==> src/rtl/alu_cdb_if.sv <==
// alu_cdb_if: issue-side and CDB-side signals of the ALU result producer.
// slave is the ALU unit. It receives the issued op, flush and the grant, and it drives
// ready, the CDB request/broadcast and busy. master is the issuer/arbiter side.
interface alu_cdb_if #(
    parameter int DATA_W = 32,
    parameter int TAG_W  = 6
);
    logic              issue_valid;
    logic              alu_ex_ready;
    logic [DATA_W-1:0] alu_op_a;
    logic [DATA_W-1:0] alu_op_b;
    logic [6:0]        alu_opcode;
    logic [2:0]        alu_funct3;
    logic              alu_funct7_b5;
    logic [TAG_W-1:0]  alu_p_dest;
    logic              flush;
    logic              cdb_req;
    logic              cdb_grant;
    logic              cdb_out_valid;
    logic [TAG_W-1:0]  cdb_out_tag;
    logic [DATA_W-1:0] cdb_out_data;
    logic              busy;

    modport master (
        output issue_valid, alu_op_a, alu_op_b, alu_opcode, alu_funct3, alu_funct7_b5,
               alu_p_dest, flush, cdb_grant,
        input  alu_ex_ready, cdb_req, cdb_out_valid, cdb_out_tag, cdb_out_data, busy
    );

    modport slave (
        input  issue_valid, alu_op_a, alu_op_b, alu_opcode, alu_funct3, alu_funct7_b5,
               alu_p_dest, flush, cdb_grant,
        output alu_ex_ready, cdb_req, cdb_out_valid, cdb_out_tag, cdb_out_data, busy
    );
endinterface

==> src/rtl/alu_cdb_producer.sv <==
// alu_cdb_producer: RV32I integer ALU with an in-order result FIFO that broadcasts {tag, data} on the CDB.
// Ports: clk and reset are plain ports, and reset is asynchronous and active-high.
// bus (alu_cdb_if.slave) carries the following groups:
//   - the issue handshake and operands (issue_valid/alu_ex_ready, op_a/op_b, opcode, funct3, funct7_b5, p_dest)
//   - flush
//   - the CDB request/grant
//   - the broadcast outputs and busy
module alu_cdb_producer #(
    parameter int DATA_W     = 32,
    parameter int TAG_W      = 6,
    parameter int FIFO_DEPTH = 2
) (
    input logic     clk,
    input logic     reset,
    alu_cdb_if.slave bus
);
    localparam int PW = FIFO_DEPTH > 1 ? $clog2(FIFO_DEPTH) : 1;
    localparam int CW = $clog2(FIFO_DEPTH + 1);
    localparam int SW = $clog2(DATA_W);
    localparam logic [PW-1:0] LAST = PW'(FIFO_DEPTH - 1);
    localparam logic [CW-1:0] FULL = CW'(FIFO_DEPTH);
    localparam logic [6:0] OP_R     = 7'b0110011;
    localparam logic [6:0] OP_I     = 7'b0010011;
    localparam logic [6:0] OP_LUI   = 7'b0110111;
    localparam logic [6:0] OP_AUIPC = 7'b0010111;

    logic [CW-1:0]     count;
    logic [PW-1:0]     rd_ptr, wr_ptr;
    logic [TAG_W-1:0]  tag_mem  [FIFO_DEPTH];
    logic [DATA_W-1:0] data_mem [FIFO_DEPTH];
    logic [DATA_W-1:0] a, b, alu, result;
    logic [SW-1:0]     shamt;
    logic              sub, accept, push, pop;

    assign a     = bus.alu_op_a;
    assign b     = bus.alu_op_b;
    assign shamt = b[SW-1:0];
    // Only the register form subtracts; the immediate form's bit 30 belongs to the immediate.
    assign sub   = bus.alu_funct7_b5 & (bus.alu_opcode == OP_R);

    always_comb begin
        case (bus.alu_funct3)
            3'b000:  alu = sub ? a - b : a + b;
            3'b001:  alu = a << shamt;
            3'b010:  alu = {{(DATA_W-1){1'b0}}, $signed(a) < $signed(b)};
            3'b011:  alu = {{(DATA_W-1){1'b0}}, a < b};
            3'b100:  alu = a ^ b;
            3'b101:  alu = bus.alu_funct7_b5 ? $unsigned($signed(a) >>> shamt) : a >> shamt;
            3'b110:  alu = a | b;
            default: alu = a & b;
        endcase
        result = (bus.alu_opcode == OP_R || bus.alu_opcode == OP_I) ? alu :
                 bus.alu_opcode == OP_LUI   ? b :
                 bus.alu_opcode == OP_AUIPC ? a + b : '0;
    end

    assign bus.alu_ex_ready  = (count < FULL) & ~reset;
    assign bus.busy          = count != '0;
    assign bus.cdb_req       = bus.busy & ~bus.flush;
    assign bus.cdb_out_valid = bus.cdb_req & bus.cdb_grant;
    assign bus.cdb_out_tag   = bus.cdb_out_valid ? tag_mem[rd_ptr] : '0;
    assign bus.cdb_out_data  = bus.cdb_out_valid ? data_mem[rd_ptr] : '0;

    assign accept = bus.issue_valid & bus.alu_ex_ready & ~bus.flush;
    // An op that writes p0 takes its issue slot, but nothing is ever broadcast for it.
    assign push   = accept & (bus.alu_p_dest != '0);
    assign pop    = bus.cdb_out_valid;

    always_ff @(posedge clk or posedge reset) begin
        if (reset) begin
            count  <= '0;
            rd_ptr <= '0;
            wr_ptr <= '0;
        end else if (bus.flush) begin
            count  <= '0;
            rd_ptr <= '0;
            wr_ptr <= '0;
        end else begin
            if (push) wr_ptr <= wr_ptr == LAST ? '0 : wr_ptr + PW'(1);
            if (pop)  rd_ptr <= rd_ptr == LAST ? '0 : rd_ptr + PW'(1);
            count <= count + CW'(push) - CW'(pop);
        end
    end

    always_ff @(posedge clk) begin
        if (push) begin
            tag_mem[wr_ptr]  <= bus.alu_p_dest;
            data_mem[wr_ptr] <= result;
        end
    end
endmodule

==> src/flat_wrapper.sv <==
// flat-port wrapper written by rule: the top's interface ports become plain ports
module alu_cdb_producer_flat 
#(
    parameter int DATA_W     = 32,
    parameter int TAG_W      = 6,
    parameter int FIFO_DEPTH = 2
)
  (clk, reset, bus_issue_valid, bus_alu_op_a, bus_alu_op_b, bus_alu_opcode, bus_alu_funct3, bus_alu_funct7_b5, bus_alu_p_dest, bus_flush, bus_cdb_grant, bus_alu_ex_ready, bus_cdb_req, bus_cdb_out_valid, bus_cdb_out_tag, bus_cdb_out_data, bus_busy);
  alu_cdb_if #(.DATA_W(DATA_W), .TAG_W(TAG_W)) bus_i ();
  input logic clk;
  input logic reset;
  input wire logic [$bits(bus_i.issue_valid)-1:0] bus_issue_valid;
  input wire logic [$bits(bus_i.alu_op_a)-1:0] bus_alu_op_a;
  input wire logic [$bits(bus_i.alu_op_b)-1:0] bus_alu_op_b;
  input wire logic [$bits(bus_i.alu_opcode)-1:0] bus_alu_opcode;
  input wire logic [$bits(bus_i.alu_funct3)-1:0] bus_alu_funct3;
  input wire logic [$bits(bus_i.alu_funct7_b5)-1:0] bus_alu_funct7_b5;
  input wire logic [$bits(bus_i.alu_p_dest)-1:0] bus_alu_p_dest;
  input wire logic [$bits(bus_i.flush)-1:0] bus_flush;
  input wire logic [$bits(bus_i.cdb_grant)-1:0] bus_cdb_grant;
  output wire logic [$bits(bus_i.alu_ex_ready)-1:0] bus_alu_ex_ready;
  output wire logic [$bits(bus_i.cdb_req)-1:0] bus_cdb_req;
  output wire logic [$bits(bus_i.cdb_out_valid)-1:0] bus_cdb_out_valid;
  output wire logic [$bits(bus_i.cdb_out_tag)-1:0] bus_cdb_out_tag;
  output wire logic [$bits(bus_i.cdb_out_data)-1:0] bus_cdb_out_data;
  output wire logic [$bits(bus_i.busy)-1:0] bus_busy;
  assign bus_i.issue_valid = bus_issue_valid;
  assign bus_i.alu_op_a = bus_alu_op_a;
  assign bus_i.alu_op_b = bus_alu_op_b;
  assign bus_i.alu_opcode = bus_alu_opcode;
  assign bus_i.alu_funct3 = bus_alu_funct3;
  assign bus_i.alu_funct7_b5 = bus_alu_funct7_b5;
  assign bus_i.alu_p_dest = bus_alu_p_dest;
  assign bus_i.flush = bus_flush;
  assign bus_i.cdb_grant = bus_cdb_grant;
  assign bus_alu_ex_ready = bus_i.alu_ex_ready;
  assign bus_cdb_req = bus_i.cdb_req;
  assign bus_cdb_out_valid = bus_i.cdb_out_valid;
  assign bus_cdb_out_tag = bus_i.cdb_out_tag;
  assign bus_cdb_out_data = bus_i.cdb_out_data;
  assign bus_busy = bus_i.busy;
  alu_cdb_producer #(.DATA_W(DATA_W), .TAG_W(TAG_W), .FIFO_DEPTH(FIFO_DEPTH)) u_core (.clk(clk), .reset(reset), .bus(bus_i));
endmodule
==> config.mk <==
export PLATFORM = sky130hd
export DESIGN_NAME = alu_cdb_producer_flat
export DESIGN_NICKNAME = d
export VERILOG_FILES = /design/src/rtl/alu_cdb_if.sv /design/src/rtl/alu_cdb_producer.sv /design/src/flat_wrapper.sv
export SDC_FILE = /design/constraint.sdc
export NUM_CORES = 1
export LEC_CHECK = 0
export ABC_AREA = 1
export CAP_MARGIN = 20
export CORE_ASPECT_RATIO = 1.4
export CORE_MARGIN = 2
export CORE_UTILIZATION = 45
export DETAILED_ROUTE_END_ITERATION = 10
export SLEW_MARGIN = 20
export SYNTH_ARGS = -nofsm -noshare
export SYNTH_HDL_FRONTEND = slang
export SYNTH_SLANG_ARGS = --single-unit
export TNS_END_PERCENT = 100
==> constraint.sdc <==
create_clock -name clk -period 7.2 [get_ports clk]
set_clock_uncertainty 0.2 [all_clocks]
set_input_delay 0.72 -clock clk [delete_from_list [all_inputs] [get_ports clk]]
set_output_delay 0.72 -clock clk [all_outputs]
set_load 0.02 [all_outputs]
==> summary.txt, run 1 <==
STA
  • Final min period: 4.32 ns
  • Final setup viols: 0
  • Max_slew headroom: 0.223
  • Final hold viol count: 0
  • RSZ-0062 raised after global routing: no
  • Pins Over Slew Limit: 0
  • Fmax: 0.231 GHz
  • Fin crit share: 0.600
  • Setup TNS: 0 ns
  • Worst-Margin Slew: 1.16 ns

Clocking
  • Clock Tree Root: clkbuf_16
  • Clock slew at reported path FFs: 0.05 ns
  • CTS buffer count: 9
  • H-tree depth: 3
  • Clk sinks: 80
  • Post-CTS Hold Buffers: 0
  • Worst-skew pair later-pin latency: 0.34 ns
  • Post_cts resized: 0
  • Buffer count from post-CTS setup fixing: 0
  • Clk buf depth: 2
  • CTS tree: built

Finish
  • Antenna cells: 0
  • Area growth syn-to-layout: 11.1%
  • Multi-input gate area: 0.00989 mm²
  • Post-route insts no fill: 3010
  • # fillers: 3433
  • Reg area: 0.00238 mm²
  • Nets: 2798
  • Fraction of layout cells with a size suffix above 1: 0.0348

Global routing
  • Total GRT Usage: 0.391
  • Vias in the first global route: 16700
  • Initial antenna violation count: 0
  • Pin count of the biggest net entering global routing: 74
  • Global-route wire length before repair: 98.5 mm
  • GRT overflow: 0

Floorplan
  • Core area: 0.0315 mm²
  • Die height: 215 µm
  • Die footprint: 0.0333 mm²
  • Die X: 155 µm
  • Row cnt: 77
  • Starting density of the core: 0.455
  • Top Ports: 128

Worst setup path
  • Startpoint types: input pin
  • Critical path class: input pin to flop
  • Most frequent CP cell: nand2_1
  • Worst setup EP type: flop
  • Bufs and invs on worst path: 2
  • Critical path peak fanout: 15
  • CP max stage delay: 0.86 ns
  • CP required: 7.06 ns
  • Cell Chain, Critical Path: clkdlybuf4s50_1, inv_1, ha_1, nor2_1, nand3_1, nand3_1, nand2_1, nand2_1, nand2_1, nand4_1, nand3_1, nand3_1, nand2_1, nand2_1, nand2_1
  • CP top delay family: simple AND/OR/NAND/NOR gates
  • Crit path DAT: 4.18 ns
  • Slowest CP cell: clkdlybuf4s50_1

Routing
  • Vias per Instance: 5.85
  • Post-detailed-route DRC marker count: 0
  • WL final: 66.2 mm
  • Vias: 17600
  • Pre-antenna DRT Iters: 7
  • Final ANT Viol Nets: 0
  • DR WL/cell: 22.0 µm
  • DRT iter0 DRCs: 1766

Pwr
  • Sw Ratio: 0.441
  • Pwr Total: 2.01 mW
  • Clock share of power: 0.228
  • Pint: 1.13 mW
  • Switching pwr: 0.888 mW
  • PwrDens: 126 mW/mm²
  • Peak supply drop: 156 µV
  • Static Leakage: 8.27 nW
  • Sequential share of power: 0.260
  • Gate power share: 0.511

Synthesis
  • Cell taking the most area after synthesis: nand2_1
  • Synthesized area per cell: 5.56 µm²
  • Ys Warns: 0
  • Main flop type after synthesis: edfxtp_1
  • Top post-synthesis cells by area: nand2_1, edfxtp_1, nand3_1
  • Synth Instances: 2580
  • #FFs+latches synth: 80
  • Mapped Area: 0.0143 mm²
  • Sequential area share after synthesis: 0.166
  • Post-synth ARST share: 0.0500
  • Post-synth top area share: 0.247
  • Post-synth EDFFs: 76
  • Synth cell types: 52
  • Post-Syn Nets: 2767

Job
  • MaxCap Viol Count: 0

Hold path
  • Hold Crit Class: flop to flop

Placed design
  • # port buffers: 127
  • DP HPWL: 53.0 mm
  • Placer congestion estimate: 1.04
  • Dpl cells: 2992

Run status
  • Outcome: completed
flip-flops by register name (all words and copies together) (netlist names):
name             cells
u_core.rd_ptr        1
u_core.data_mem     64
u_core.wr_ptr        1
u_core.count         2
u_core.tag_mem      12
per-stage QoR:
stage | instance area [µm²] | hold WS (ns) | worst slack, ns | utilization
2_1_floorplan | 14300 | 0.283 | 3.63 | -
3_3_place_gp | 15600 | 0.353 | 2.78 | 0.494
3_5_place_dp | 15600 | 0.412 | 2.67 | 0.494
4_1_cts | 15900 | 0.418 | 3.02 | 0.503
5_1_grt | 15900 | 0.463 | 2.74 | 0.505
6_report | 15900 | 0.410 | 2.88 | 0.505
cell usage after synthesis, types with 7 or more instances:
library cell / number
xor2_1: 15
a21oi_2: 9
nor2_2: 8
nand4_1: 24
o211ai_1: 26
buf_2: 53
o21a_1: 10
o21ai_1: 7
ha_1: 99
edfxtp_1: 76
o21bai_1: 8
nor3_1: 12
buf_6: 12
inv_2: 7
inv_1: 354
buf_1: 11
a211oi_1: 8
nand2_1: 942
nand3_1: 351
a21oi_1: 165
o21ai_0: 87
buf_4: 18
nor2_1: 167
nand2_2: 10
clkbuf_1: 36
o22ai_1: 10
power groups by stage:
stage	Combinational (mW)	Sequential [mW]	Clock [mW]
after floorplan	0.654	0.533	0
after global placement	0.990	0.533	0
after detailed placement	0.994	0.534	0
after CTS	0.999	0.525	0.469
after global routing	1.12	0.525	0.483
final	1.03	0.524	0.459
path summary, 6_finish.rpt:
kind,from,endpoint,slack [ns],cells past startpoint
max,bus_alu_op_b[4],u_core.data_mem[0][26],2.88,15
min,u_core.wr_ptr,u_core.wr_ptr,0.41,1
max reg2reg,u_core.count[1],u_core.count[1],5.03,10
min reg2reg,u_core.wr_ptr,u_core.wr_ptr,0.41,1
max in group asynchronous,reset,u_core.wr_ptr,6.16,2
min in group asynchronous,reset,u_core.count[0],0.48,2
layout make-up:
class | count | share of cell area
clock inverters | 5 | 0.00456
inverters | 364 | 0.0861
clock buffers | 10 | 0.0144
flip-flops and latches | 80 | 0.150
well taps | 395 | 0.0310
repair buffers | 151 | 0.0931
multi-input cells | 2005 | 0.621
cells in the final DEF, fill, tap and decap left out, types with 7 or more instances in the layout:
cell             instances
nand3_1                350
o21bai_1                 8
a21oi_1                165
nand4_1                 24
nor2_2                   8
nor2_1                 163
nor3_1                  12
o22ai_1                 10
o21ai_0                 87
o21a_1                  10
inv_2                    8
ha_1                    99
xor2_1                  15
edfxtp_1                76
a21oi_2                  9
o21ai_1                  7
inv_1                  352
clkbuf_16                9
clkdlybuf4s50_1        124
a211oi_1                 8
nand2_2                 10
o211ai_1                26
nand2_1                942
buf_4                   21
logic make-up after synthesis:
family	Yosys count	share of synthesized area
adders and majority gates	101	0.0892
and+or+nand+nor	1533	0.446
DFF	80	0.166
buffers and inverters	495	0.146
AOI/OAI and AO/OA	350	0.139
xor gates and xnor gates	19	0.0116
muxes	2	0.00140
metal layers:
layer	track usage	vias up	wire length [µm]
met5	0	-	0
met2	0.652	953	30600
met1	0.474	8094	25200
li1	-	8327	-
met4	0.272	0	5330
met3	0.0373	227	5090
(Power assumes the default switching activity.)
==> inputs of run 2 (changes only) <==
clock period = 4.4 ns   (was 7.2 ns; I/O delays follow)
==> run 2 against run 1 <==
Effect of this change: setup slack worse by 2.0 ns; clock power is 56% higher; design area is 1.7% higher; count of clock-buffer cells in the layout stayed put; combinational power is 67% higher; sequential cell count stayed put; wire length is 0.62% higher; die area stayed put; critical endpoint is now u_core.data_mem[0][31]; largest cell class unchanged.
==> summary.txt, run 2 (synthesis gave the netlist of run 1 again) <==
Run status
  • Outcome: completed (unchanged)

Routing
  • Final ANT Viol Nets: 0 (unchanged)
  • Post-detailed-route DRC marker count: 0 (unchanged)
  • WL final: 66.6 mm (was 66.2 mm)
  • Met2 WL: 31.4 mm (was 30.6 mm)
  • M1 WL: 25.4 mm (was 25.2 mm)
  • Met3 WL: 5.13 mm (was 5.09 mm)
  • Vias: 17700 (was 17600)
  • DR WL/cell: 21.9 µm (was 22.0 µm)
  • Vias per Instance: 5.81 (was 5.85)
  • DRT iter0 DRCs: 2069 (was 1766)
  • Pre-antenna DRT Iters: 8 (was 7)
  • Max Used Layer: met4 (unchanged)

Worst setup path
  • Critical path class: input pin to flop (unchanged)
  • Reg-to-Reg End: u_core.count[1] (unchanged)
  • R2R Setup Slk: 1.94 ns (was 5.03 ns)
  • CP required: 4.26 ns (was 7.06 ns)
  • Startpoint types: input pin (unchanged)
  • Critical Path Sink: u_core.data_mem[0][31] (was u_core.data_mem[0][26])
  • Crit path DAT: 3.34 ns (was 4.18 ns)
  • Crit path from: bus_alu_op_a[6] (was bus_alu_op_b[4])
  • Critical path peak fanout: 9 (was 15)
  • Reg2reg start: u_core.count[1] (unchanged)
  • R2r worst-path depth: 10 (unchanged)
  • Worst setup EP type: flop (unchanged)

Clocking
  • Clk buf depth: 2 (unchanged)
  • Post-CTS Hold Buffers: 0 (unchanged)
  • H-tree depth: 3 (unchanged)
  • Buffer count from post-CTS setup fixing: 0 (unchanged)
  • Worst-skew pair later-pin latency: 0.34 ns (about the same)
  • CTS buffer count: 9 (unchanged)
  • Clock slew at reported path FFs: 0.06 ns (was 0.05 ns)
  • Post_cts resized: 0 (unchanged)
  • CTS tree: built (unchanged)
  • Clk sinks: 80 (unchanged)
  • Clock Tree Root: clkbuf_16 (unchanged)

Pwr
  • PwrDens: 204 mW/mm² (was 126 mW/mm²)
  • Static Leakage: 8.45 nW (was 8.27 nW)
  • Pwr Total: 3.30 mW (was 2.01 mW)
  • Peak supply drop: 199 µV (was 156 µV)

Finish
  • Top reg by flops: u_core.data_mem (unchanged)
  • Registers with the most flip-flops: u_core.data_mem: 64 flops, u_core.tag_mem: 12 flops, u_core.count: 2 flops (unchanged)
  • Multi-input gate area: 0.00987 mm² (was 0.00989 mm²)
  • Nets: 2834 (was 2798)
  • Max reg flops: 64 (unchanged)
  • Antenna cells: 0 (unchanged)
  • Area growth syn-to-layout: 13.0% (was 11.1%)
  • Reg area: 0.00238 mm² (unchanged)
  • Commonest non-fill, non-tap cell in the layout: nand2_1 (unchanged)
  • Layout Utilization: 0.514 (was 0.505)
  • # fillers: 3397 (was 3433)
  • Fraction of layout cells with a size suffix above 1: 0.0486 (was 0.0348)
  • Final instance area: 0.0162 mm² (was 0.0159 mm²)
  • Most frequent cells in the layout: nand2_1, inv_1, nand3_1 (unchanged)

Floorplan
  • Top Ports: 128 (unchanged)
  • Die footprint: 0.0333 mm² (unchanged)
  • Row cnt: 77 (unchanged)
  • Die X: 155 µm (unchanged)
  • Die height: 215 µm (unchanged)
  • Core area: 0.0315 mm² (unchanged)
  • Starting density of the core: 0.455 (unchanged)

Placed design
  • DP HPWL: 53.6 mm (was 53.0 mm)
  • Placer congestion estimate: 1.05 (was 1.04)
  • Dpl cell area: 0.0159 mm² (was 0.0156 mm²)
  • # port buffers: 127 (unchanged)

Global routing
  • Pin count of the biggest net entering global routing: 72 (was 74)
  • Initial antenna violation count: 0 (unchanged)
  • Vias in the first global route: 16900 (was 16700)
  • Global-route wire length before repair: 99.0 mm (was 98.5 mm)
  • Total GRT Usage: 0.392 (was 0.391)
  • GRT overflow: 0 (unchanged)

STA
  • Max_slew headroom: 0.405 (was 0.223)
  • Final min period: 3.48 ns
  • Fin Hold WS: 0.124 ns (was 0.410 ns)
  • RSZ-0062 raised after global routing: no (unchanged)
  • Fmax: 0.288 GHz
  • Final setup viols: 0 (unchanged)
  • Pins Over Slew Limit: 0 (unchanged)
  • Worst-Margin Slew: 0.882 ns (was 1.16 ns)
  • Fin crit share: 0.790
  • Setup TNS: 0 ns (unchanged)
  • Final hold viol count: 0 (unchanged)

Job
  • MaxCap Viol Count: 0 (unchanged)

Hold path
  • Hold Crit Class: input pin to asynchronous set/reset pin (was flop to flop)
run 2: how the worst min path moves through the flow:
stage / startpoint / to / slack (ns) / cells after the start
after global routing: reset / u_core.count[0] / 0.14 / 2
final: reset / u_core.count[1] / 0.12 / 2
after floorplan: reset / u_core.count[0] / 0.006 / 1
after global placement: u_core.wr_ptr / u_core.wr_ptr / 0.35 / 1
after CTS: reset / u_core.count[0] / 0.12 / 2
after detailed placement: u_core.wr_ptr / u_core.wr_ptr / 0.40 / 1
run 2: metrics by stage:
stage	std cells	worst slack (ns)
4_1_cts	3045	0.973
3_5_place_dp	3029	0.616
3_3_place_gp	3029	0.606
6_report	3047	0.924
2_1_floorplan	2580	1.11
5_1_grt	3047	0.783
run 2: critical path: stages:
cell and delay, ns:
clkdlybuf4s50_1 0.66, inv_1 0.08, ha_1 0.50, nand2_1 0.19, inv_1 0.15, a21oi_1 0.08
nand2_1 0.19, nand2_1 0.07, nand2_1 0.26, nand2_1 0.17, nand3_1 0.12, nand3_1 0.08
nand3_1 0.10, nand2_1 0.06, nand2_1 0.06, nand2_1 0.11
run 2: report_power, final:
part	switching [mW]	internal, mW
logic	1.19	0.529
registers	0.00716	0.851
clock network	0.282	0.436
total	1.48	1.82
run 2: per-layer routing:
layer / GRT usage / vias up
met5: 0 / -
met4: 0.243 / 0
met3: 0.0381 / 209
met2: 0.667 / 986
met1: 0.475 / 8111
li1: - / 8405
run 2: area by class of cell:
type	count	area share
sequential	80	0.147
multi-input combinational	2005	0.610
clock buffer	10	0.0141
timing repair buffer	187	0.110
clock inverter	6	0.00371
inverter	364	0.0847
tap	395	0.0305
